$ cat src/rtl/sonar_scheduler.sv
// sonar_scheduler
// Round-robin ultrasonic ranging scheduler. Each sensor gets a fixed slot of
// SLOT_CYCLES clocks measured from its trigger rise: a TRIG_CYCLES trigger
// pulse, a wait for the echo rising edge (bounded by RISE_TIMEOUT), an echo
// high-time measurement, and a single-cycle result strobe.
//
// Ports
//   CLOCK_50     : sole clock, rising edge
//   RESET_N      : asynchronous active-low reset
//   enable       : 1 = keep scanning, 0 = finish current slot then idle
//   echo[i]      : asynchronous echo line from sensor i
//   trig[i]      : registered trigger line to sensor i
//   dist_data    : echo high time in clocks (saturating)
//   dist_id      : sensor index of the result
//   dist_valid   : one-cycle strobe qualifying dist_data/dist_id/dist_timeout
//   dist_timeout : 1 = no echo edge, or echo not finished within the slot
//   busy         : 1 whenever the FSM is not in IDLE
//
// state     | meaning
// ----------+-----------------------------------------------------------
// IDLE      | scan stopped, waiting for enable
// TRIG      | trig[cur] high, TRIG_CYCLES cycles
// WAIT_RISE | waiting for a low-to-high edge on echo[cur]
// MEASURE   | counting echo[cur] high cycles
// REPORT    | dist_valid high for this cycle
// GAP       | idle until the slot timer expires

module sonar_scheduler #(
    parameter int N_SENSORS    = 4,
    parameter int TRIG_CYCLES  = 500,
    parameter int SLOT_CYCLES  = 100000,
    parameter int RISE_TIMEOUT = 50000,
    parameter int CNT_W        = 18
) (
    input  logic                 CLOCK_50,
    input  logic                 RESET_N,
    input  logic                 enable,
    input  logic [N_SENSORS-1:0] echo,
    output logic [N_SENSORS-1:0] trig,
    output logic [CNT_W-1:0]     dist_data,
    output logic [2:0]           dist_id,
    output logic                 dist_valid,
    output logic                 dist_timeout,
    output logic                 busy
);

    localparam int SLOT_W  = $clog2(SLOT_CYCLES + 1);
    localparam int AUX_MAX = (TRIG_CYCLES > RISE_TIMEOUT) ? TRIG_CYCLES : RISE_TIMEOUT;
    localparam int AUX_W   = $clog2(AUX_MAX + 1);

    localparam logic [SLOT_W-1:0] SLOT_LOAD = SLOT_W'(SLOT_CYCLES - 1);
    localparam logic [AUX_W-1:0]  TRIG_LOAD = AUX_W'(TRIG_CYCLES - 1);
    localparam logic [AUX_W-1:0]  RISE_LOAD = AUX_W'(RISE_TIMEOUT - 1);
    localparam logic [2:0]        LAST_ID   = 3'(N_SENSORS - 1);

    typedef enum logic [2:0] {
        IDLE,
        TRIG,
        WAIT_RISE,
        MEASURE,
        REPORT,
        GAP
    } state_t;

    state_t               state;
    logic [2:0]           cur;
    logic [2:0]           nxt;
    logic [SLOT_W-1:0]    slot_rem;
    logic [AUX_W-1:0]     aux_rem;
    logic [CNT_W-1:0]     width;

    logic [N_SENSORS-1:0] echo_s1;
    logic [N_SENSORS-1:0] echo_s2;
    logic [N_SENSORS-1:0] echo_d;
    logic [7:0]           echo_now_pad;
    logic [7:0]           echo_old_pad;
    logic                 echo_rise;
    logic                 echo_fall;
    logic                 slot_last;
    logic                 slot_end_next;
    logic                 launch;
    logic                 stop;

    always_ff @(posedge CLOCK_50 or negedge RESET_N) begin
        if (!RESET_N) begin
            echo_s1 <= '0;
            echo_s2 <= '0;
            echo_d  <= '0;
        end else begin
            echo_s1 <= echo;
            echo_s2 <= echo_s1;
            echo_d  <= echo_s2;
        end
    end

    // Pad to 8 bits so the 3-bit sensor index always selects a real bit.
    always_comb begin
        echo_now_pad                = '0;
        echo_old_pad                = '0;
        echo_now_pad[N_SENSORS-1:0] = echo_s2;
        echo_old_pad[N_SENSORS-1:0] = echo_d;
    end

    assign echo_rise     = echo_now_pad[cur] & ~echo_old_pad[cur];
    assign echo_fall     = ~echo_now_pad[cur] & echo_old_pad[cur];

    // slot_rem counts down from SLOT_CYCLES-1 at trigger rise; zero marks the
    // final cycle of the slot. A slot-end abort is taken one cycle early so
    // the REPORT cycle lands on that final cycle and the next trigger can
    // still start exactly SLOT_CYCLES after the previous one.
    assign slot_last     = (slot_rem == '0);
    assign slot_end_next = (slot_rem == SLOT_W'(1));

    assign launch = enable &&
                    ((state == IDLE) || (((state == REPORT) || (state == GAP)) && slot_last));
    assign stop   = !enable && ((state == REPORT) || (state == GAP)) && slot_last;

    assign busy   = (state != IDLE);

    always_ff @(posedge CLOCK_50 or negedge RESET_N) begin
        if (!RESET_N) begin
            state        <= IDLE;
            cur          <= '0;
            nxt          <= '0;
            slot_rem     <= '0;
            aux_rem      <= '0;
            width        <= '0;
            trig         <= '0;
            dist_data    <= '0;
            dist_id      <= '0;
            dist_valid   <= 1'b0;
            dist_timeout <= 1'b0;
        end else begin
            dist_valid <= 1'b0;
            if (!slot_last) begin
                slot_rem <= slot_rem - SLOT_W'(1);
            end

            case (state)
                IDLE: ;
                TRIG: begin
                    if (aux_rem == '0) begin
                        state   <= WAIT_RISE;
                        trig    <= '0;
                        aux_rem <= RISE_LOAD;
                    end else begin
                        aux_rem <= aux_rem - AUX_W'(1);
                    end
                end
                WAIT_RISE: begin
                    if (echo_rise) begin
                        // The edge cycle is itself the first high cycle.
                        state <= MEASURE;
                        width <= CNT_W'(1);
                    end else if (slot_end_next || (aux_rem == '0)) begin
                        state        <= REPORT;
                        dist_valid   <= 1'b1;
                        dist_id      <= cur;
                        dist_data    <= '0;
                        dist_timeout <= 1'b1;
                    end else begin
                        aux_rem <= aux_rem - AUX_W'(1);
                    end
                end
                MEASURE: begin
                    if (echo_fall || slot_end_next) begin
                        // A falling edge wins over a coincident slot end.
                        state        <= REPORT;
                        dist_valid   <= 1'b1;
                        dist_id      <= cur;
                        dist_data    <= width;
                        dist_timeout <= !echo_fall;
                    end else if (width != '1) begin
                        width <= width + CNT_W'(1);
                    end
                end
                REPORT:  state <= GAP;
                GAP:     ;
                default: state <= IDLE;
            endcase

            if (launch) begin
                state    <= TRIG;
                cur      <= nxt;
                nxt      <= (nxt == LAST_ID) ? 3'd0 : nxt + 3'd1;
                trig     <= N_SENSORS'(1) << nxt;
                slot_rem <= SLOT_LOAD;
                aux_rem  <= TRIG_LOAD;
            end else if (stop) begin
                state <= IDLE;
            end
        end
    end

endmodule

$ cat config.mk
export PLATFORM = sky130hd
export DESIGN_NAME = sonar_scheduler
export DESIGN_NICKNAME = d
export VERILOG_FILES = /design/src/rtl/sonar_scheduler.sv
export SDC_FILE = /design/constraint.sdc
export NUM_CORES = 1
export LEC_CHECK = 0
export ABC_AREA = 1
export BUFFER_PORTS_ARGS = -buffer_cell sky130_fd_sc_hd__buf_2
export CORE_MARGIN = 5
export CORE_UTILIZATION = 40
export DETAILED_ROUTE_END_ITERATION = 8
export PLACE_DENSITY = 0.55
export SLEW_MARGIN = 20
export SYNTH_ARGS = -nofsm -noshare
export SYNTH_HDL_FRONTEND = slang
export SYNTH_SLANG_ARGS = --single-unit
$ cat constraint.sdc
create_clock -name CLOCK_50 -period 4.3 [get_ports CLOCK_50]
set_input_delay 0 -clock CLOCK_50 [delete_from_list [all_inputs] [get_ports CLOCK_50]]
set_output_delay 0 -clock CLOCK_50 [all_outputs]
set_load 0.02 [all_outputs]
# Word level (Yosys, flattened, before mapping)
# Cells that the tools add are included.
# op_classes
n_lt_le_gt_ge	1
add_sub_neg	4
reduce_logical	24
bitwise_logic	4
n_shift	1
eq_ne	21
mux	42
mul	0
div	0
# op_table
cell	n
$mux 18	6
$pmux 18 s2	2
$mux 16	4
$mux 17	2
$pmux 16 s2	1
$mux 3	10
$add 18x1->18 const B	1
$ne 18x18->1 const B	1
$eq 17x1->1 const B	1
$logic_not 17->1	1
$sub 17x1->17 const B	1
$logic_not 16->1	1
$sub 16x1->16 const B	1
$pmux 3 s5	1
$mux 4	3
$ne 2x2->1 const B	6
$reduce_and 4->1	3
$eq 3x2->1 const B	3
$mux 1	8
$ne 4x4->1 const B	2
$bmux 1 s3	2
$eq 3x3->1 const B	2
$ne 3x3->1 const B	2
$pmux 3 s2	1
19 further kinds	32
# totals
latch_bits	0
ff_bits	99
mem_count	0
romBits	0
mem_bits_rw	0
output_inout_bits	28

# Depth between registers and ports, before layout
# logic_depth
ltp_word	9
depth_mapped	14
depth_no_buf	14

# Least setup slack after synthesis
# OpenSTA, ideal clock, no wires.
# synth_path
kind	reg-to-reg
start	register width[0]
end	register width[16]
setup_time_ps	118
arrival_ps	1599
path_stages_with_launch	13
setup_slack_ps	2583
path_cell_list	dfrtp_1 > ha_1 > nand2_2 > inv_2 > nand2_4 > nor2_4 > nand3_2 > o21ai_2 > nor2_4 > nand2_4 > buf_8 > buf_12 > o21ai_2
# synth_via
elab_chain_len	4
word_cells_on_any_way	7
cone_classes	add/sub (1); eq/ne (2); mux (3); reduce/logical (1)
# synth_rtl
element	line	source
start, declared	70	logic [CNT_W-1:0] width;
start signal, assigned	174	width <= width + CNT_W'(1);
$add 18x1->18	174	
$mux 18	173	end else if (width != '1) begin
$mux 18	166	if (echo_fall || slot_end_next) begin
$pmux 18 s2	139	case (state)
# Several ways; a longest one is shown, not always the timed one. The select of a mux whose other input is x is not followed.
# A chain may end at the register's enable or synchronous reset.

# Worst setup path after layout
# layout_path
start	register slot_rem[0]
end	register aux_rem[10]
# layout_via
elab_chain_len	6
word_cells_on_any_way	11
cone_classes	eq/ne (3); mux (1); reduce/logical (7)
# layout_rtl
element	line	source
start, declared	68	logic [SLOT_W-1:0] slot_rem;
start signal, assigned	136	slot_rem <= slot_rem - SLOT_W'(1);
$logic_not 17->1	111	assign slot_last = (slot_rem == '0);
$logic_and 1x1->1	115	((state == IDLE) || (((state == REPORT) || (state == GAP)) && slot_last));
$logic_or 1x1->1	115	
$logic_and 1x1->1	114	assign launch = enable &&
$ne 3x3->1 (no line) or $reduce_bool 3->1 (tied branches)	n/a	
$reduce_and 3->1 (no line)	n/a	
end signal, assigned	147	aux_rem <= aux_rem - AUX_W'(1);
end signal, assigned	162	aux_rem <= aux_rem - AUX_W'(1);
end, declared	69	logic [AUX_W-1:0] aux_rem;
# Several ways; a longest one is shown, not always the timed one.

==> out/qor.yml <==
drc: 0
antenna_cells: 0
layout.cells.non_filler: 890
fin_crit_ns: 2.39
hold_depth: 4
fin_crit_sh_pct: 55.6
grt_overflow: 0
final-setup-viol-count: 0
tightest_slew_ns: 0.713
dp_hpwl_um: 8130
seq_area_frac_synth_pct: 46.2
grt_max_degree: 55
core_um2: 13200
antenna_found_initial: 0
synth_seq_cells: 99
cts_tree: "done"
grt_setup_unrepaired: "false"
cp-end-kind: "register"
wl_met2_um: 5290
fmax_mhz: 418
grt_pass1_vias: 4152
p_leak_nw: 2.99
placedCellCount: 869
chipHeight_um: 126
synthCells: 675
viasPerCell: 4.85
crit_type: "reg2reg"
numClockSinks: 99
pre_cts_slack_ns: 1.91
totalNegativeSetupSlack_ns: 0
gr-usage-all-layers_pct: 15.1
hold_ws_ns: 0.0555
insertion_delay_ns: 0.36
die_area_um2: 15800
syn-num-nets: 691
cts-root-buf: "clkbuf_16"
htree_levels: 3
nets: 725
p_per_area_nw_per_um2: 573
yosysWarnings: 0
hp-class: "in2reg"
ant_nets: 0
drt_iter0_drc: 309
io_buffers: 34
path_clk_slew_ns: 0.07
worstPathRequired_ns: 4.55
dr_wl_met3_um: 413
critPathLaunchType: "register"
syn2layout_area_growth_pct: 11.3
numCtsBuffers: 9
rows: 42
synth_area_per_cell_um2: 7.95
cp.arrival_ns: 2.64
slew_viol_final: 0
num_vias: 4315
cts-resized-gates: 0
slew_headroom_pct: 52.3
grt_pass1_wl_um: 19900
fp.dieW_um: 126
ios: 35
final_area_um2: 5970
wl_um: 11500
syn_area_um2: 5370
finClkSkew_ns: 0.00857
ir_drop_uv: 281
layout_setup_ws_ns: 1.91
yosysTopAreaCell: "dfrtp_1"
wl_met1_um: 5530
drive_gt1_share_pct: 14.6
wl_per_cell_um: 12.9
reg2reg_depth: 11
run_status: "completed"
crit_path_max_fanout: 37
routed.top_layer: "met4"
cap_violations: 0
synth.distinct_cells: 38
synth_top_area_share_pct: 46.2
initial_core_util_pct: 40.7
cts.path.max_buffers: 2
place_area_um2: 5640
finalHoldViolations: 0
globalplace.congestion: 0.825
yosys-top-cells-area: "dfrtp_1 46%, nand2_1 13%, nand3_1 6.8%"
dr.pass1.iters: 4
-- synthesized netlist by cell type --
cell / number
nand2_1: 189
dfrtp_1: 99
nor2_1: 74
nand3_1: 73
inv_1: 51
o21ai_0: 21
o21ai_1: 18
xor2_1: 18
nand2_2: 15
nand4_1: 15
ha_1: 9
o211ai_1: 9
nor2_4: 8
or2_2: 8
a21oi_1: 6
nor3_1: 6
buf_2: 5
inv_2: 5
clkbuf_1: 4
nand2_4: 4
nand3b_1: 4
nor2_2: 4
o21ai_2: 4
xnor2_1: 4
buf_6: 3
nand3_2: 3
o21bai_1: 3
buf_4: 2
or2_0: 2
a21o_1: 1
a31o_2: 1
a31oi_1: 1
buf_1: 1
buf_12: 1
buf_8: 1
clkinv_1: 1
inv_4: 1
o22a_1: 1
-- repair_timing --
item,in CTS,in global routing
hold endpoints to repair,57,0
setup buffers,0,0
hold buffers,5,0
-- cell type report --
class / instances / area, um2
flip-flops and latches: 99 / 2480
clock buffers: 9 / 225
well taps: 176 / 220
multi-input cells: 501 / 2540
clock inverters: 7 / 58.8
repair buffers: 40 / 230
inverters: 58 / 220
fillers: 1323 / 7220
-- layout by cell type (no fill, tap or decap), drive strengths merged, types with 5 or more instances in the layout --
cell type	instances
o21ai	43
nor3	6
nand2	208
xor2	18
dlygate4sd3	5
clkbuf	9
dfrtp	99
nor2	86
ha	9
nand3	76
inv	62
or2	10
buf	35
o211ai	9
a21oi	6
nand4	15
-- stage by stage --
stage / util, % / power [mW]
3_5_place_dp: 42.7 / 2.66
2_1_floorplan: - / 2.39
3_3_place_gp: 42.7 / 2.63
4_1_cts: 45.3 / 3.47
5_1_grt: 45.3 / 3.71
6_report: 45.3 / 3.42
-- kinds of logic after synthesis --
group | after synthesis | synth area share (%)
and+or+nand+nor | 405 | 34.5
DFF | 99 | 46.2
buffers and inverters | 75 | 6.48
AOI/OAI and AO/OA | 65 | 7.11
xor gates and xnor gates | 22 | 3.59
adders and majority gates | 9 | 2.10
-- report_power, final --
group	leakage [nW]	internal, mW	switching [mW]
clock	0.144	0.405	0.385
sequential	1.27	1.11	0.174
combinational	1.58	0.409	0.933
-- metal layers --
layer	up-vias	track usage, %
met3	14	2.50
li1	2248	-
met5	-	0
met1	1985	20.2
met2	68	24.4
met4	0	6.25
-- sequential cells by signal (all words and copies together), names as in the netlist --
name / count
dist_data: 18
cur: 3
aux_rem: 16
slot_rem: 17
trig: 4
echo_s2: 4
width: 18
dist_valid: 1
dist_id: 3
dist_timeout: 1
echo_s1: 4
echo_d: 4
nxt: 3
state: 3
-- worst max-delay path, stage by stage (launching register included) --
cell and delay [ns]:
dfrtp_1 0.39, inv_1 0.13, ha_1 0.19, nand3_1 0.07, nor2_1 0.15, nand3_1 0.11, nand2_1 0.09, nand2_2 0.41
inv_2 0.49, nor2_1 0.10, nand2_1 0.07, nand2_1 0.06
-- worst paths after layout --
check,to,from,slack (ns)
max,aux_rem[10],slot_rem[0],1.91
min,state[0],enable,0.06
max reg2reg,aux_rem[10],slot_rem[0],1.91
min reg2reg,echo_s2[3],echo_s1[3],0.35
max in group asynchronous,slot_rem[16],RESET_N,3.05
min in group asynchronous,dist_id[0],RESET_N,0.21
No activity file was read; power rests on OpenSTA's default activity.
